$ cat config.mk
export PLATFORM = sky130hd
export DESIGN_NAME = vuart_csr_mc
export DESIGN_NICKNAME = d
export VERILOG_FILES = /design/src/rtl/vuart_csr_mc.sv
export SDC_FILE = /design/constraint.sdc
export NUM_CORES = 1
export LEC_CHECK = 0
export ABC_AREA = 1
export CAP_MARGIN = 20
export CORE_ASPECT_RATIO = 1.1
export CORE_UTILIZATION = 54
export CTS_BUF_LIST = sky130_fd_sc_hd__clkbuf_8 sky130_fd_sc_hd__clkbuf_16
export DETAILED_ROUTE_END_ITERATION = 8
export PLACE_DENSITY = 0.8
export SYNTH_ARGS = -nofsm -noshare
export SYNTH_HDL_FRONTEND = slang
export SYNTH_SLANG_ARGS = --single-unit
$ cat constraint.sdc
create_clock -name clk_csr -period 1.6 [get_ports clk_csr]
set_input_delay 0.48 -clock clk_csr [delete_from_list [all_inputs] [get_ports clk_csr]]
set_output_delay 0.48 -clock clk_csr [all_outputs]
set_load 0.005 [all_outputs]
$ cat src/rtl/vuart_csr_mc.sv
// vuart_csr_mc: multi-channel CSR bank for the virtual UART subsystem.
// Each channel owns a 64-byte window selected by addr[HI_ADDR_BIT:6].
// Per channel: ID, CTRL, STATUS, INT_STAT (W1C), INT_EN and SCRATCH.
//
// Ports
//   clk_csr, rst_csr            clock, synchronous active-high reset
//   csr_write/waddr/write_type  write request; type 01=LOWER32, 10=UPPER32,
//   csr_wdata/wstrb             11=FULL64, 00=no write
//   csr_read/raddr              read request, may issue every cycle
//   csr_readdata(_valid)        read data, valid RD_LATENCY cycles after accept
//   ch_status_i                 live status per channel (32 b each)
//   ch_event_i                  event pulses per channel (8 b each)
//   ch_ctrl_o                   CTRL contents per channel (32 b each)
//   ch_irq_o                    per-channel interrupt, registered
module vuart_csr_mc #(
   parameter int          NUM_CH      = 2,
   parameter int          DATA_WIDTH  = 64,
   parameter int          HI_ADDR_BIT = 9,
   parameter int          RD_LATENCY  = 4,
   parameter logic [15:0] VERSION     = 16'h0002
) (
   input  logic                    clk_csr,
   input  logic                    rst_csr,
   input  logic                    csr_write,
   input  logic [HI_ADDR_BIT:0]    csr_waddr,
   input  logic [1:0]              csr_write_type,
   input  logic [DATA_WIDTH-1:0]   csr_wdata,
   input  logic [7:0]              csr_wstrb,
   input  logic                    csr_read,
   input  logic [HI_ADDR_BIT:0]    csr_raddr,
   output logic [DATA_WIDTH-1:0]   csr_readdata,
   output logic                    csr_readdata_valid,
   input  logic [NUM_CH*32-1:0]    ch_status_i,
   input  logic [NUM_CH*8-1:0]     ch_event_i,
   output logic [NUM_CH*32-1:0]    ch_ctrl_o,
   output logic [NUM_CH-1:0]       ch_irq_o
);

   localparam int CH_W = HI_ADDR_BIT - 5;

   localparam logic [1:0] WT_LOWER32 = 2'b01;
   localparam logic [1:0] WT_UPPER32 = 2'b10;
   localparam logic [1:0] WT_FULL64  = 2'b11;

   localparam logic [2:0] OFF_ID       = 3'd0;
   localparam logic [2:0] OFF_CTRL     = 3'd1;
   localparam logic [2:0] OFF_STATUS   = 3'd2;
   localparam logic [2:0] OFF_INT_STAT = 3'd3;
   localparam logic [2:0] OFF_INT_EN   = 3'd4;
   localparam logic [2:0] OFF_SCRATCH  = 3'd5;

   function automatic logic [63:0] be_merge(input logic [63:0] old_v,
                                            input logic [63:0] new_v,
                                            input logic [7:0]  be);
      logic [63:0] r;
      for (int b = 0; b < 8; b++)
         r[b*8 +: 8] = be[b] ? new_v[b*8 +: 8] : old_v[b*8 +: 8];
      return r;
   endfunction

   logic unused_addr_bits;
   assign unused_addr_bits = ^{csr_raddr[2:0], csr_waddr[2:0]};

   // write request stage
   logic            wr_vld_q;
   logic [CH_W-1:0] wr_ch_q;
   logic [2:0]      wr_off_q;
   logic [63:0]     wr_data_q;
   logic [7:0]      wr_be_q;
   logic [7:0]      type_mask;

   always_comb begin
      case (csr_write_type)
         WT_LOWER32: type_mask = 8'h0F;
         WT_UPPER32: type_mask = 8'hF0;
         WT_FULL64:  type_mask = 8'hFF;
         default:    type_mask = 8'h00;
      endcase
   end

   always_ff @(posedge clk_csr) begin
      if (rst_csr) begin
         wr_vld_q  <= 1'b0;
         wr_ch_q   <= '0;
         wr_off_q  <= '0;
         wr_data_q <= '0;
         wr_be_q   <= '0;
      end else begin
         wr_vld_q  <= csr_write;
         wr_ch_q   <= csr_waddr[HI_ADDR_BIT:6];
         wr_off_q  <= csr_waddr[5:3];
         wr_data_q <= csr_wdata;
         wr_be_q   <= csr_wstrb & type_mask;
      end
   end

   // register bank
   logic [31:0] ctrl_q     [NUM_CH];
   logic [7:0]  int_stat_q [NUM_CH];
   logic [7:0]  int_en_q   [NUM_CH];
   logic [63:0] scratch_q  [NUM_CH];
   logic [31:0] ctrl_d     [NUM_CH];
   logic [7:0]  int_stat_d [NUM_CH];
   logic [7:0]  int_en_d   [NUM_CH];
   logic [63:0] scratch_d  [NUM_CH];
   logic [7:0]  int_clr    [NUM_CH];
   logic [NUM_CH-1:0] wr_hit;

   always_comb begin
      for (int c = 0; c < NUM_CH; c++) begin
         wr_hit[c]  = wr_vld_q && (wr_ch_q == CH_W'(c));
         ctrl_d[c]    = ctrl_q[c];
         int_en_d[c]  = int_en_q[c];
         scratch_d[c] = scratch_q[c];
         int_clr[c]   = 8'h00;
         if (wr_hit[c]) begin
            case (wr_off_q)
               OFF_CTRL:     ctrl_d[c]    = 32'(be_merge({32'h0, ctrl_q[c]}, wr_data_q, wr_be_q));
               OFF_INT_STAT: int_clr[c]   = wr_be_q[0] ? wr_data_q[7:0] : 8'h00;
               OFF_INT_EN:   int_en_d[c]  = 8'(be_merge({56'h0, int_en_q[c]}, wr_data_q, wr_be_q));
               OFF_SCRATCH:  scratch_d[c] = be_merge(scratch_q[c], wr_data_q, wr_be_q);
               default: ;
            endcase
         end
         // a same-cycle event outranks the clear
         int_stat_d[c] = (int_stat_q[c] & ~int_clr[c]) | ch_event_i[c*8 +: 8];
      end
   end

   always_ff @(posedge clk_csr) begin
      if (rst_csr) begin
         for (int c = 0; c < NUM_CH; c++) begin
            ctrl_q[c]     <= '0;
            int_stat_q[c] <= '0;
            int_en_q[c]   <= '0;
            scratch_q[c]  <= '0;
         end
         ch_irq_o <= '0;
      end else begin
         for (int c = 0; c < NUM_CH; c++) begin
            ctrl_q[c]     <= ctrl_d[c];
            int_stat_q[c] <= int_stat_d[c];
            int_en_q[c]   <= int_en_d[c];
            scratch_q[c]  <= scratch_d[c];
            ch_irq_o[c]   <= |(int_stat_q[c] & int_en_q[c]);
         end
      end
   end

   for (genvar g = 0; g < NUM_CH; g++) begin : g_ctrl
      assign ch_ctrl_o[g*32 +: 32] = ctrl_q[g];
   end

   // Read path. The bank is captured at the accepting edge, which places the
   // sample before a commit from a write accepted one cycle earlier; this
   // gives the documented ordering: reads accepted at N or N+1 relative to a
   // write see the old value, N+2 onwards see the new one.
   logic [CH_W-1:0] rd_ch;
   logic [2:0]      rd_off;
   logic [63:0]     rd_word;

   assign rd_ch  = csr_raddr[HI_ADDR_BIT:6];
   assign rd_off = csr_raddr[5:3];

   always_comb begin
      rd_word = '0;
      for (int c = 0; c < NUM_CH; c++) begin
         if (rd_ch == CH_W'(c)) begin
            case (rd_off)
               OFF_ID:       rd_word = {32'h0, VERSION, 8'h0, 8'(c)};
               OFF_CTRL:     rd_word = {32'h0, ctrl_q[c]};
               OFF_STATUS:   rd_word = {32'h0, ch_status_i[c*32 +: 32]};
               OFF_INT_STAT: rd_word = {56'h0, int_stat_q[c]};
               OFF_INT_EN:   rd_word = {56'h0, int_en_q[c]};
               OFF_SCRATCH:  rd_word = scratch_q[c];
               default: ;
            endcase
         end
      end
   end

   logic [63:0]           rd_pipe [RD_LATENCY-1];
   logic [RD_LATENCY-2:0] rd_vld;

   always_ff @(posedge clk_csr) begin
      if (rst_csr) begin
         for (int k = 0; k < RD_LATENCY-1; k++) rd_pipe[k] <= '0;
         rd_vld             <= '0;
         csr_readdata       <= '0;
         csr_readdata_valid <= 1'b0;
      end else begin
         rd_pipe[0] <= rd_word;
         rd_vld[0]  <= csr_read;
         for (int k = 1; k < RD_LATENCY-1; k++) begin
            rd_pipe[k] <= rd_pipe[k-1];
            rd_vld[k]  <= rd_vld[k-1];
         end
         csr_readdata_valid <= rd_vld[RD_LATENCY-2];
         if (rd_vld[RD_LATENCY-2]) csr_readdata <= rd_pipe[RD_LATENCY-2];
      end
   end

endmodule

==> results.tsv <==
stage	metric	value	unit
status	status	finished, violations left	
status	violations	setup timing	
cts	numCtsBuffers	51	
hold_path	hold_start	rd_pipe[0][6]$_SDFF_PP0_	
cts	clock_latency	0.58	ns
logic_synthesis	ys_seq_area_share	56.1	%
routing	drc	0	
critical_path	worstReg2RegStart	wr_ch_q[1]$_SDFF_PP0_	
critical_path	crit_required	2.11	ns
critical_path	path_max_fanout	5	
cts	tritoncts	built	
timing	timing.final.crit_share	102	%
logic_synthesis	yosys_warnings	0	
logic_synthesis	synth_mux_area_share	0	%
routing	top_layer_used	met4	
floorplanning	die_h	205	um
logic_synthesis	synth_compound_area_share	9.95	%
cts	clk_path_buf_depth	3	
placed_design	dp_cells	3343	
logic_synthesis	synth_cell_type_count	27	
logic_synthesis	synth_top_family_by_area	simple AND/OR/NAND/NOR gates	
routing	vias	18500	
global_routing	grtUsageTotal	29.3	%
critical_path	worstSetupPathType	reg -> reg	
timing	finalClockSkew	0.0143	ns
logic_synthesis	ys_seq_elements	566	
global_routing	grt_max_degree	115	
timing	tightest_slew	0.509	ns
logic_synthesis	netlist_area	20200	um2
hold_path	hold_depth	2	
global_routing	antenna_found_initial	2	
critical_path	critPathLaunchType	register	
finish	synthToLayoutAreaGrowth	29.5	%
routing	drt_iter0_drc	1646	
logic_synthesis	synth_top_flop_cell	dfxtp_1	
placed_design	dpl.hpwl	37500	um
timing	min_period	1.63	ns
logic_synthesis	synth-simple-area-share	26.0	%
finish	layout.nets	3159	
timing	slew_viol_final	0	
critical_path	worst_r2r_path_depth	10	
cts	cts_root_buffer	clkbuf_16	
critical_path	crit_arrival	2.14	ns
floorplanning	row_count	73	
finish	postLayoutCoreUtil	71.6	%
placed_design	place.gp.congestion	0.909	
pwr	leakage	11.7	nW
hold_path	min_to	rd_pipe[1][6]$_SDFF_PP0_	
logic_synthesis	synth_edf_count	0	
finish	drive_gt1_share	18.7	%
global_routing	overflow	0	
routing	m1WireLength	23200	um
routing	routedWlPerCell	16.5	um
logic_synthesis	synth_top_area_share	56.1	%
logic_synthesis	syn_nets	2788	
floorplanning	core	36500	um2
job	max_cap_viol_count	0	
routing	ant_nets	0	
routing	drt_wl_total	58000	um
timing	tns	-0.187	ns
routing	dr_wl_met2	28200	um
timing	setup_viol	13	
logic_synthesis	syn_avg_cell_area	7.75	um2
timing	grt_setup_unrepaired	yes	
finish	fillers	2770	
logic_synthesis	yosys-top-cells-count	nor2_1, dfxtp_1, nand2_1, o21ai_0, inv_1	
placed_design	place_ws	-0.494	ns
logic_synthesis	synthArstFlopShare	0	%
routing	met3_length	4540	um
hold_path	hp-class	reg -> reg	
logic_synthesis	synth_cells	2610	
logic_synthesis	synth-adder-area-share	0	%
logic_synthesis	post-synth-top-count-cell	nor2_1	
global_routing	grt_pass1_vias	17600	
pwr	power_density	1090	nW/um2
critical_path	r2r_setup_slack	-0.03	ns
floorplanning	initial_core_util	55.3	%
routing	detail_route.first_pass.iterations	8	
cts	cts_hold_buf	0	
finish	fin_cells	3513	
cts	cts_max_level	2	
floorplanning	die_x	186	um
timing	final_hold_viol_count	0	
timing	max_slew_margin	66.0	%
logic_synthesis	synth_area_leaders	dfxtp_1, nor2_1, o21ai_0	
cts	clock-sinks	566	
placed_design	port_buffers	302	
pwr	ir_drop	1.01	mV
logic_synthesis	synth_area_leader_cell	dfxtp_1	
cts	clkTransAtPathRegs	0.07	ns
global_routing	grt_first_pass_wirelength	90100	um
timing	timing.final.ws_setup	-0.0309	ns
critical_path	r2r-end	scratch_q[0][28]$_SDFFE_PP0P_	
logic_synthesis	synth_xor_area_share	0	%
floorplanning	die-area	38200	um2
critical_path	worst_setup_path_end_kind	register	
routing	vias_per_cell	5.27	
floorplanning	boundaryPins	309	
timing	max_freq	613	MHz
layout by cell type, fill, tap and decap left out, drive strengths merged, types with 85 or more instances in the layout:
cell,netlist,layout
inv,274,286
buf,47,228
dfxtp,566,566
clkdlybuf4s50,0,168
o21ai,298,298
nand2,307,307
a21oi,85,85
nor2,770,770
nand3,97,97
clkbuf,81,101
cell type report:
| cell class | count | area (um2) | area share (%) |
|---|---|---|---|
| Clock buffer | 66 | 1490 | 5.71 |
| Timing Repair Buffer | 446 | 3920 | 15.0 |
| Sequential cell | 566 | 11500 | 43.9 |
| Inverter | 276 | 1070 | 4.10 |
| Multi-Input combinational cell | 1640 | 7330 | 28.0 |
| Tap cell | 487 | 609 | 2.33 |
| Clock inverter | 30 | 240 | 0.918 |
| Antenna cell | 2 | 5.00 | 0.0191 |
layer usage:
layer | track usage (%) | vias up
met5 | 0 | -
met4 | 11.8 | 0
met3 | 3.99 | 143
met2 | 51.1 | 896
met1 | 36.5 | 8571
li1 | - | 8905
cell families (layout without fill, tap and decap cells):
kind of cell	count (synthesis)	count (layout)
buf+inv	404	818
other cells	0	2
flops	566	566
compound gates	395	395
simple gates	1245	1245
worst max-delay path: stages (launching register included):
cell	delay, ns
dfxtp_2	0.32
inv_2	0.05
nand2_2	0.09
inv_4	0.10
nand3_4	0.15
buf_4	0.19
nor3_4	0.24
buf_6	0.15
buf_6	0.09
o21ai_0	0.08
nor2_1	0.10
state kept, by name (all words and copies together), names as in the netlist:
register / cells
wr_vld_q: 1
rd_pipe: 192
int_en_q: 16
wr_be_q: 8
csr_readdata_valid: 1
wr_off_q: 3
ch_irq_o: 2
scratch_q: 128
ctrl_q: 64
wr_ch_q: 4
wr_data_q: 64
int_stat_q: 16
rd_vld: 3
csr_readdata: 64
how the worst max path moves through the flow:
stage                                       start  depth (start not counted)                             to  slack (ns)
floorplan                            csr_raddr[4]                         10      rd_pipe[0][25]$_SDFF_PP0_        0.12
CTS                 csr_readdata[50]$_SDFFE_PP0P_                          1               csr_readdata[50]     0.00001
global route                wr_ch_q[1]$_SDFF_PP0_                         10    int_en_q[0][5]$_SDFFE_PP0P_       -0.12
global placement                     csr_raddr[4]                          8       rd_pipe[0][4]$_SDFF_PP0_       -0.52
detailed placement                   csr_raddr[4]                          8       rd_pipe[0][4]$_SDFF_PP0_       -0.49
finish                      wr_ch_q[1]$_SDFF_PP0_                         10  scratch_q[0][28]$_SDFFE_PP0P_       -0.03
timing repair:
action	CTS	global route
gates resized for setup	540	114
endpoints found under the setup margin	227	214
pin swaps	1	16
buffers inserted	52	17
cloned	0	3
stage by stage:
step                cell area (um2)  power (mW)  hold slack (ns)
finish                        26200        28.4            0.391
global route                  26200        29.3            0.403
CTS                           26100        28.5            0.392
detailed placement            24100        16.3            0.393
global placement              24100        16.3            0.388
floorplan                     20200        15.4            0.388
where the power goes:
part           leakage, nW  total (mW)  internal, mW  switching, mW
clock                0.894        12.3          7.07           5.27
sequential            4.65        14.4          14.3          0.155
combinational         6.19        1.62         0.753          0.871
Power figures use the tool's default switching activity.
